[config.mk]
export PLATFORM = sky130hd
export DESIGN_NAME = addr_mode_seq
export DESIGN_NICKNAME = d
export VERILOG_FILES = /design/src/rtl/addr_mode_seq.sv
export SDC_FILE = /design/constraint.sdc
export NUM_CORES = 1
export LEC_CHECK = 0
export CAP_MARGIN = 0
export CORE_ASPECT_RATIO = 0.5
export CORE_UTILIZATION = 69
export DETAILED_ROUTE_END_ITERATION = 8
export DONT_BUFFER_PORTS = 1
export PLACE_DENSITY_LB_ADDON = 0.08
export SYNTH_ARGS = -nofsm -noshare
export SYNTH_HDL_FRONTEND = slang
export SYNTH_SLANG_ARGS = --single-unit
[constraint.sdc]
create_clock -name clk_i -period 5 [get_ports clk_i]
set_input_delay 0.5 -clock clk_i [delete_from_list [all_inputs] [get_ports clk_i]]
set_output_delay 0.5 -clock clk_i [all_outputs]
set_load 0.02 [all_outputs]
[src/rtl/addr_mode_seq.sv]
// addr_mode_seq: effective-address sequencer for 6502-style addressing modes.
// It resolves the effective address (EA) for IMM, ZPG, ZPG_X/Y, ABS, ABS_X/Y,
// IND_X and IND_Y. For loads it also fetches the operand over a simple
// request/acknowledge memory read port.
//
// Ports:
//   clk_i, rst_i        clock, synchronous active-high reset
//   start_i             decoded instruction valid (sampled only while idle)
//   mode_i, is_store_i  addressing mode and store flag
//   imm_i, x_i, y_i     operand bytes and index registers (sampled at accept)
//   mem_req_o/addr_o    read request and address, held until mem_ack_i
//   mem_ack_i/rdata_i   read completion and data
//   busy_o, done_o      sequence in progress / one-cycle completion pulse
//   ea_o, operand_o     effective address and fetched operand
//   page_cross_o        indexed EA landed in a different page than the base
//
// Configuration macro: ADDR_SEQ_PAGE_PENALTY_EN
//   When defined, a one-cycle PENALTY state is inserted for ABS_X, ABS_Y and
//   IND_Y. Loads take it only on a page cross; stores always take it.
//   When undefined, PENALTY is never entered.

module addr_mode_seq (
    input  logic        clk_i,
    input  logic        rst_i,
    input  logic        start_i,
    input  logic [3:0]  mode_i,
    input  logic        is_store_i,
    input  logic [15:0] imm_i,
    input  logic [7:0]  x_i,
    input  logic [7:0]  y_i,
    output logic        mem_req_o,
    output logic [15:0] mem_addr_o,
    input  logic        mem_ack_i,
    input  logic [7:0]  mem_rdata_i,
    output logic        busy_o,
    output logic        done_o,
    output logic [15:0] ea_o,
    output logic [7:0]  operand_o,
    output logic        page_cross_o
);

    localparam int unsigned AW = 16;
    localparam int unsigned DW = 8;
    localparam int unsigned MW = 4;

`ifdef ADDR_SEQ_PAGE_PENALTY_EN
    localparam bit PenaltyEn = 1'b1;
`else
    localparam bit PenaltyEn = 1'b0;
`endif

    localparam logic [MW-1:0] M_IMM   = 4'd0;
    localparam logic [MW-1:0] M_ZPG   = 4'd1;
    localparam logic [MW-1:0] M_ZPG_X = 4'd2;
    localparam logic [MW-1:0] M_ZPG_Y = 4'd3;
    localparam logic [MW-1:0] M_ABS   = 4'd4;
    localparam logic [MW-1:0] M_ABS_X = 4'd5;
    localparam logic [MW-1:0] M_ABS_Y = 4'd6;
    localparam logic [MW-1:0] M_IND_X = 4'd7;
    localparam logic [MW-1:0] M_IND_Y = 4'd8;

    typedef enum logic [2:0] {
        S_IDLE, S_PTR_LO, S_PTR_HI, S_PENALTY, S_READ, S_DONE
    } state_e;

    state_e state_q, state_d;

    // Working registers captured at accept or during pointer fetch.
    logic [MW-1:0] mode_q, mode_d;
    logic          store_q, store_d;
    logic [DW-1:0] y_q, y_d;
    logic [DW-1:0] ptr_q, ptr_d;
    logic [DW-1:0] lo_q, lo_d;
    logic [AW-1:0] ea_q, ea_d;
    logic          pc_q, pc_d;
    logic [DW-1:0] data_q, data_d;

    // Registered outputs.
    logic          busy_q, busy_d;
    logic          done_q, done_d;
    logic          mem_req_q, mem_req_d;
    logic [AW-1:0] mem_addr_q, mem_addr_d;
    logic [AW-1:0] ea_out_q, ea_out_d;
    logic [DW-1:0] operand_q, operand_d;
    logic          page_cross_q, page_cross_d;

    // EA computed directly from the decoder inputs at accept.
    logic [AW-1:0] acc_ea_c;
    logic          acc_pc_c;
    logic [DW-1:0] acc_ptr_c;
    // EA formed from the fetched pointer bytes at the PTR_HI acknowledge.
    logic [AW-1:0] ind_base_c;
    logic [AW-1:0] ind_ea_c;
    logic          ind_pc_c;
    logic          enter_done_c;

    // IMM and the undefined modes above IND_Y complete without memory access.
    function automatic logic is_imm_class(input logic [MW-1:0] mode);
        return (mode == M_IMM) || (mode > M_IND_Y);
    endfunction

    // Where to go once the EA is known: optional penalty, then read or finish.
    function automatic state_e route_after_ea(input logic [MW-1:0] mode,
                                              input logic store,
                                              input logic pc);
        logic pen_mode;
        pen_mode = (mode == M_ABS_X) || (mode == M_ABS_Y) || (mode == M_IND_Y);
        if (PenaltyEn && pen_mode && (store || pc)) begin
            return S_PENALTY;
        end else if (store) begin
            return S_DONE;
        end else begin
            return S_READ;
        end
    endfunction

    // Accept-time address arithmetic; zero-page sums wrap within page zero.
    always_comb begin
        acc_ea_c  = imm_i;
        acc_pc_c  = 1'b0;
        acc_ptr_c = imm_i[7:0];
        case (mode_i)
            M_ZPG:   acc_ea_c = {8'h00, imm_i[7:0]};
            M_ZPG_X: acc_ea_c = {8'h00, DW'(imm_i[7:0] + x_i)};
            M_ZPG_Y: acc_ea_c = {8'h00, DW'(imm_i[7:0] + y_i)};
            M_ABS:   acc_ea_c = imm_i;
            M_ABS_X: begin
                acc_ea_c = AW'(imm_i + {8'h00, x_i});
                acc_pc_c = (acc_ea_c[15:8] != imm_i[15:8]);
            end
            M_ABS_Y: begin
                acc_ea_c = AW'(imm_i + {8'h00, y_i});
                acc_pc_c = (acc_ea_c[15:8] != imm_i[15:8]);
            end
            M_IND_X: acc_ptr_c = DW'(imm_i[7:0] + x_i);
            default: ;
        endcase
    end

    // Indirect EA: high byte arrives on mem_rdata_i in the PTR_HI ack cycle.
    always_comb begin
        ind_base_c = {mem_rdata_i, lo_q};
        ind_ea_c   = ind_base_c;
        ind_pc_c   = 1'b0;
        if (mode_q == M_IND_Y) begin
            ind_ea_c = AW'(ind_base_c + {8'h00, y_q});
            ind_pc_c = (ind_ea_c[15:8] != mem_rdata_i);
        end
    end

    // State register.
    always_ff @(posedge clk_i) begin
        if (rst_i) begin
            state_q <= S_IDLE;
        end else begin
            state_q <= state_d;
        end
    end

    // Next-state logic.
    always_comb begin
        state_d = state_q;
        case (state_q)
            S_IDLE: begin
                if (start_i) begin
                    if (is_imm_class(mode_i)) begin
                        state_d = S_DONE;
                    end else if ((mode_i == M_IND_X) || (mode_i == M_IND_Y)) begin
                        state_d = S_PTR_LO;
                    end else begin
                        state_d = route_after_ea(mode_i, is_store_i, acc_pc_c);
                    end
                end
            end
            S_PTR_LO:  if (mem_ack_i) state_d = S_PTR_HI;
            S_PTR_HI:  if (mem_ack_i) state_d = route_after_ea(mode_q, store_q, ind_pc_c);
            S_PENALTY: state_d = store_q ? S_DONE : S_READ;
            S_READ:    if (mem_ack_i) state_d = S_DONE;
            S_DONE:    state_d = S_IDLE;
            default:   state_d = S_IDLE;
        endcase
    end

    // Datapath next values: capture at accept and at each read acknowledge.
    always_comb begin
        mode_d  = mode_q;
        store_d = store_q;
        y_d     = y_q;
        ptr_d   = ptr_q;
        lo_d    = lo_q;
        ea_d    = ea_q;
        pc_d    = pc_q;
        data_d  = data_q;
        case (state_q)
            S_IDLE: begin
                if (start_i) begin
                    mode_d  = mode_i;
                    store_d = is_store_i;
                    y_d     = y_i;
                    ptr_d   = acc_ptr_c;
                    ea_d    = acc_ea_c;
                    pc_d    = acc_pc_c;
                    data_d  = imm_i[7:0];
                end
            end
            S_PTR_LO: if (mem_ack_i) lo_d = mem_rdata_i;
            S_PTR_HI: begin
                if (mem_ack_i) begin
                    ea_d = ind_ea_c;
                    pc_d = ind_pc_c;
                end
            end
            S_READ:   if (mem_ack_i) data_d = mem_rdata_i;
            default: ;
        endcase
    end

    // Output logic, decoded from the next state so outputs align with it.
    always_comb begin
        busy_d       = (state_d != S_IDLE);
        done_d       = (state_d == S_DONE);
        mem_req_d    = (state_d == S_PTR_LO) || (state_d == S_PTR_HI) ||
                       (state_d == S_READ);
        mem_addr_d   = mem_addr_q;
        ea_out_d     = ea_out_q;
        operand_d    = operand_q;
        page_cross_d = page_cross_q;
        case (state_d)
            S_PTR_LO: mem_addr_d = {8'h00, ptr_d};
            S_PTR_HI: mem_addr_d = {8'h00, DW'(ptr_d + 8'd1)};
            S_READ:   mem_addr_d = ea_d;
            default: ;
        endcase
        enter_done_c = (state_d == S_DONE) && (state_q != S_DONE);
        if (enter_done_c) begin
            ea_out_d     = ea_d;
            page_cross_d = pc_d;
            // Stores keep the previous operand; only reads and IMM update it.
            if ((state_q == S_READ) || ((state_q == S_IDLE) && is_imm_class(mode_i))) begin
                operand_d = data_d;
            end
        end
    end

    // Datapath and output registers.
    always_ff @(posedge clk_i) begin
        if (rst_i) begin
            mode_q       <= '0;
            store_q      <= 1'b0;
            y_q          <= '0;
            ptr_q        <= '0;
            lo_q         <= '0;
            ea_q         <= '0;
            pc_q         <= 1'b0;
            data_q       <= '0;
            busy_q       <= 1'b0;
            done_q       <= 1'b0;
            mem_req_q    <= 1'b0;
            mem_addr_q   <= '0;
            ea_out_q     <= '0;
            operand_q    <= '0;
            page_cross_q <= 1'b0;
        end else begin
            mode_q       <= mode_d;
            store_q      <= store_d;
            y_q          <= y_d;
            ptr_q        <= ptr_d;
            lo_q         <= lo_d;
            ea_q         <= ea_d;
            pc_q         <= pc_d;
            data_q       <= data_d;
            busy_q       <= busy_d;
            done_q       <= done_d;
            mem_req_q    <= mem_req_d;
            mem_addr_q   <= mem_addr_d;
            ea_out_q     <= ea_out_d;
            operand_q    <= operand_d;
            page_cross_q <= page_cross_d;
        end
    end

    assign busy_o       = busy_q;
    assign done_o       = done_q;
    assign mem_req_o    = mem_req_q;
    assign mem_addr_o   = mem_addr_q;
    assign ea_o         = ea_out_q;
    assign operand_o    = operand_q;
    assign page_cross_o = page_cross_q;

endmodule

==> reports/results.ini <==
[layout]
nNetsFinal=766
n_antenna_cell=0
area_delta_synth_final_pct=5.55
layout-drive-gt1-share=0.0764

[setup_path]
crit_required_ns=5.27
cp-start-kind=flop
path_class=reg2reg
crit_path_end_kind=flop
crit_fanout=31
critical_path_arrival_ns=3.93

[synth]
ys.flop_type=dfxtp_1
synth_edf_count=0
synth_top_area_frac=0.346
syn_area_per_cell_sq_um=8.25
ys_top_cells_by_count=dfxtp_1 (101), nor2_1 (95), nand2_1 (88), a21oi_1 (55), o21ai_0 (32)
synth_area_leaders=dfxtp_1 (35%), nor2_1 (6.1%), nand2_1 (5.7%), ha_1 (5.4%), a21oi_1 (4.7%)
ys_seq_elements=101
synth_nets=784
ys_warn_count=0
yosysTopAreaCell=dfxtp_1
synth_cell_type_count=79
yosysSeqAreaShare=0.346
synth_most_common_cell=dfxtp_1
postSynthCellCount=707
postSynth.asyncResetShare=0
synth_area_sq_mm=0.00584

[timing]
timing.final.crit_share=0.733
final.setup.tns_ns=0
worst_pin_slew_ns=1.09
hold_viol=0
clock.fmax_mhz=273
fin_worst_skew_ns=0.00784
hold_slack_ns=0.211
period_minus_slack_ns=3.66
slew_headroom=0.261
rsz0062_at_grt=false
drv_slew=0
finalSetupViolations=0

[cts]
worstSkewPairLatency_ns=0.36
cts-root-buf=clkbuf_16
cts_hold_buf=0
clkSinkCount=101
cts_tree=yes
cts_resized=0
cts_setup_buffers=0
clk_pin_slew_ns=0.08
numCtsBuffers=9
clockBufferDepth=2
cts_max_level=3

[worst_hold_path]
holdCritPathClass=in2reg

[place]
dp_hpwl_mm=12.9
port_buffers=0
place_congestion=1.00

[routing]
detail_route.iter0.violations=746
routed_via_density=6.88
postRouteAntennaNets=0
drc_errors=0
via_count=5549
drt_pass1_iterations=7
drt-total-wl_mm=17.7
wl_per_cell_um=21.9

[global_route]
antenna_found_initial=0
grt_use_total=0.407
grt_max_degree=96
grt_overflow=0
grt_pass1_vias=4918
grt_pass1_wl_mm=26.6

[floorplanning]
die-area_sq_mm=0.00885
initial_core_util=0.722
dieWidth_um=132
num_rows=23
die_h_um=67.0
ios=93
coreArea_sq_mm=0.00809

[power]
ir_worst_vdd_uv=304
power.leakage_nw=2.26
cellPowerDensity_mw_per_mm2=387

[run]
cap_violations=0

[outcome]
status=complete, no violations

-- worst max-delay path, cell delays in order, from the launching register on --
cell and delay, ns:
dfxtp_1 0.46, or4b_4 0.80, a31oi_1 0.27, nor3_2 0.13, a21oi_4 0.69, inv_2 0.13, a2111oi_4 0.74, nor2_1 0.10
a211oi_1 0.25
-- where the power goes --
part           total [mW]  internal (mW)  switching, mW  leakage, nW
combinational       0.631          0.234          0.397         1.29
clock               0.693          0.350          0.343        0.142
sequential           1.06          0.909          0.149        0.827
-- layout by cell type, fill, tap and decap left out, drive strengths merged, types with 10 or more instances in the layout --
master,Yosys,final
nand2,88,88
a22o,14,14
dfxtp,101,101
a21oi,56,56
xor2,15,15
ha,25,25
o21ai,35,35
nor2b,10,10
xnor2,16,16
nand3,15,15
nor3,13,13
mux2i,10,10
nor2,96,96
a211oi,28,28
inv,11,15
-- path summary, 6_finish.rpt --
| check | end | slack, ns | cells past startpoint | from |
|---|---|---|---|---|
| min | ea_o[2] | 0.21 | 1 | rst_i |
| max reg2reg | operand_o[5] | 1.34 | 8 | state_q[0] |
| min reg2reg | mode_q[3] | 0.46 | 2 | mode_q[3] |
| max | operand_o[5] | 1.34 | 8 | state_q[0] |
-- metal layers --
metal	routed length [um]	global-route usage	share of wire	vias to the layer above
met5	63	0.0617	0.0036	-
met1	7460	0.555	0.42	2531
li1	-	-	-	2554
met3	2900	0.163	0.16	52
met2	6820	0.567	0.39	410
met4	439	0.135	0.025	2
-- cell type report --
class / instances / area, sq um
fill: 589 / 1930
inverter: 11 / 41.3
clock inverter: 7 / 66.3
clock buffer: 9 / 225
multi-input combinational: 561 / 3630
sequential: 101 / 2020
tap: 112 / 140
timing repair buffer: 5 / 37.5
-- cell families (layout without fill, tap and decap cells) --
| logic type | Yosys count | in the layout | synth area share |
|---|---|---|---|
| XOR/XNOR | 31 | 31 | 0.0465 |
| AO/OA/AOI/OAI | 224 | 224 | 0.274 |
| adder cells (fa/ha/maj) | 28 | 28 | 0.0639 |
| AND/OR/NAND/NOR | 266 | 266 | 0.214 |
| flip-flops | 101 | 101 | 0.346 |
| multiplexers | 12 | 12 | 0.0210 |
| buffers and inverters | 45 | 32 | 0.0334 |
-- registers in the layout, summed over array words and instances, names as in the netlist, 4 cells and up --
name and flops:
ea_q 16, y_q 8, ptr_q 8, mem_addr_o 16
lo_q 8, ea_o 16, data_q 8, mode_q 4
operand_o 8
-- through the flow --
stage / utilization / setup slack [ns] / power (mW) / cells / area (sq um)
finish: 0.762 / 1.34 / 2.38 / 806 / 6160
global route: 0.762 / 1.07 / 2.47 / 806 / 6160
CTS: 0.762 / 1.36 / 2.36 / 806 / 6160
detailed placement: 0.726 / 1.39 / 1.68 / 790 / 5870
global placement: 0.726 / 1.53 / 1.66 / 790 / 5870
floorplan: - / 1.99 / 1.54 / 707 / 5840
(Power assumes the default switching activity.)
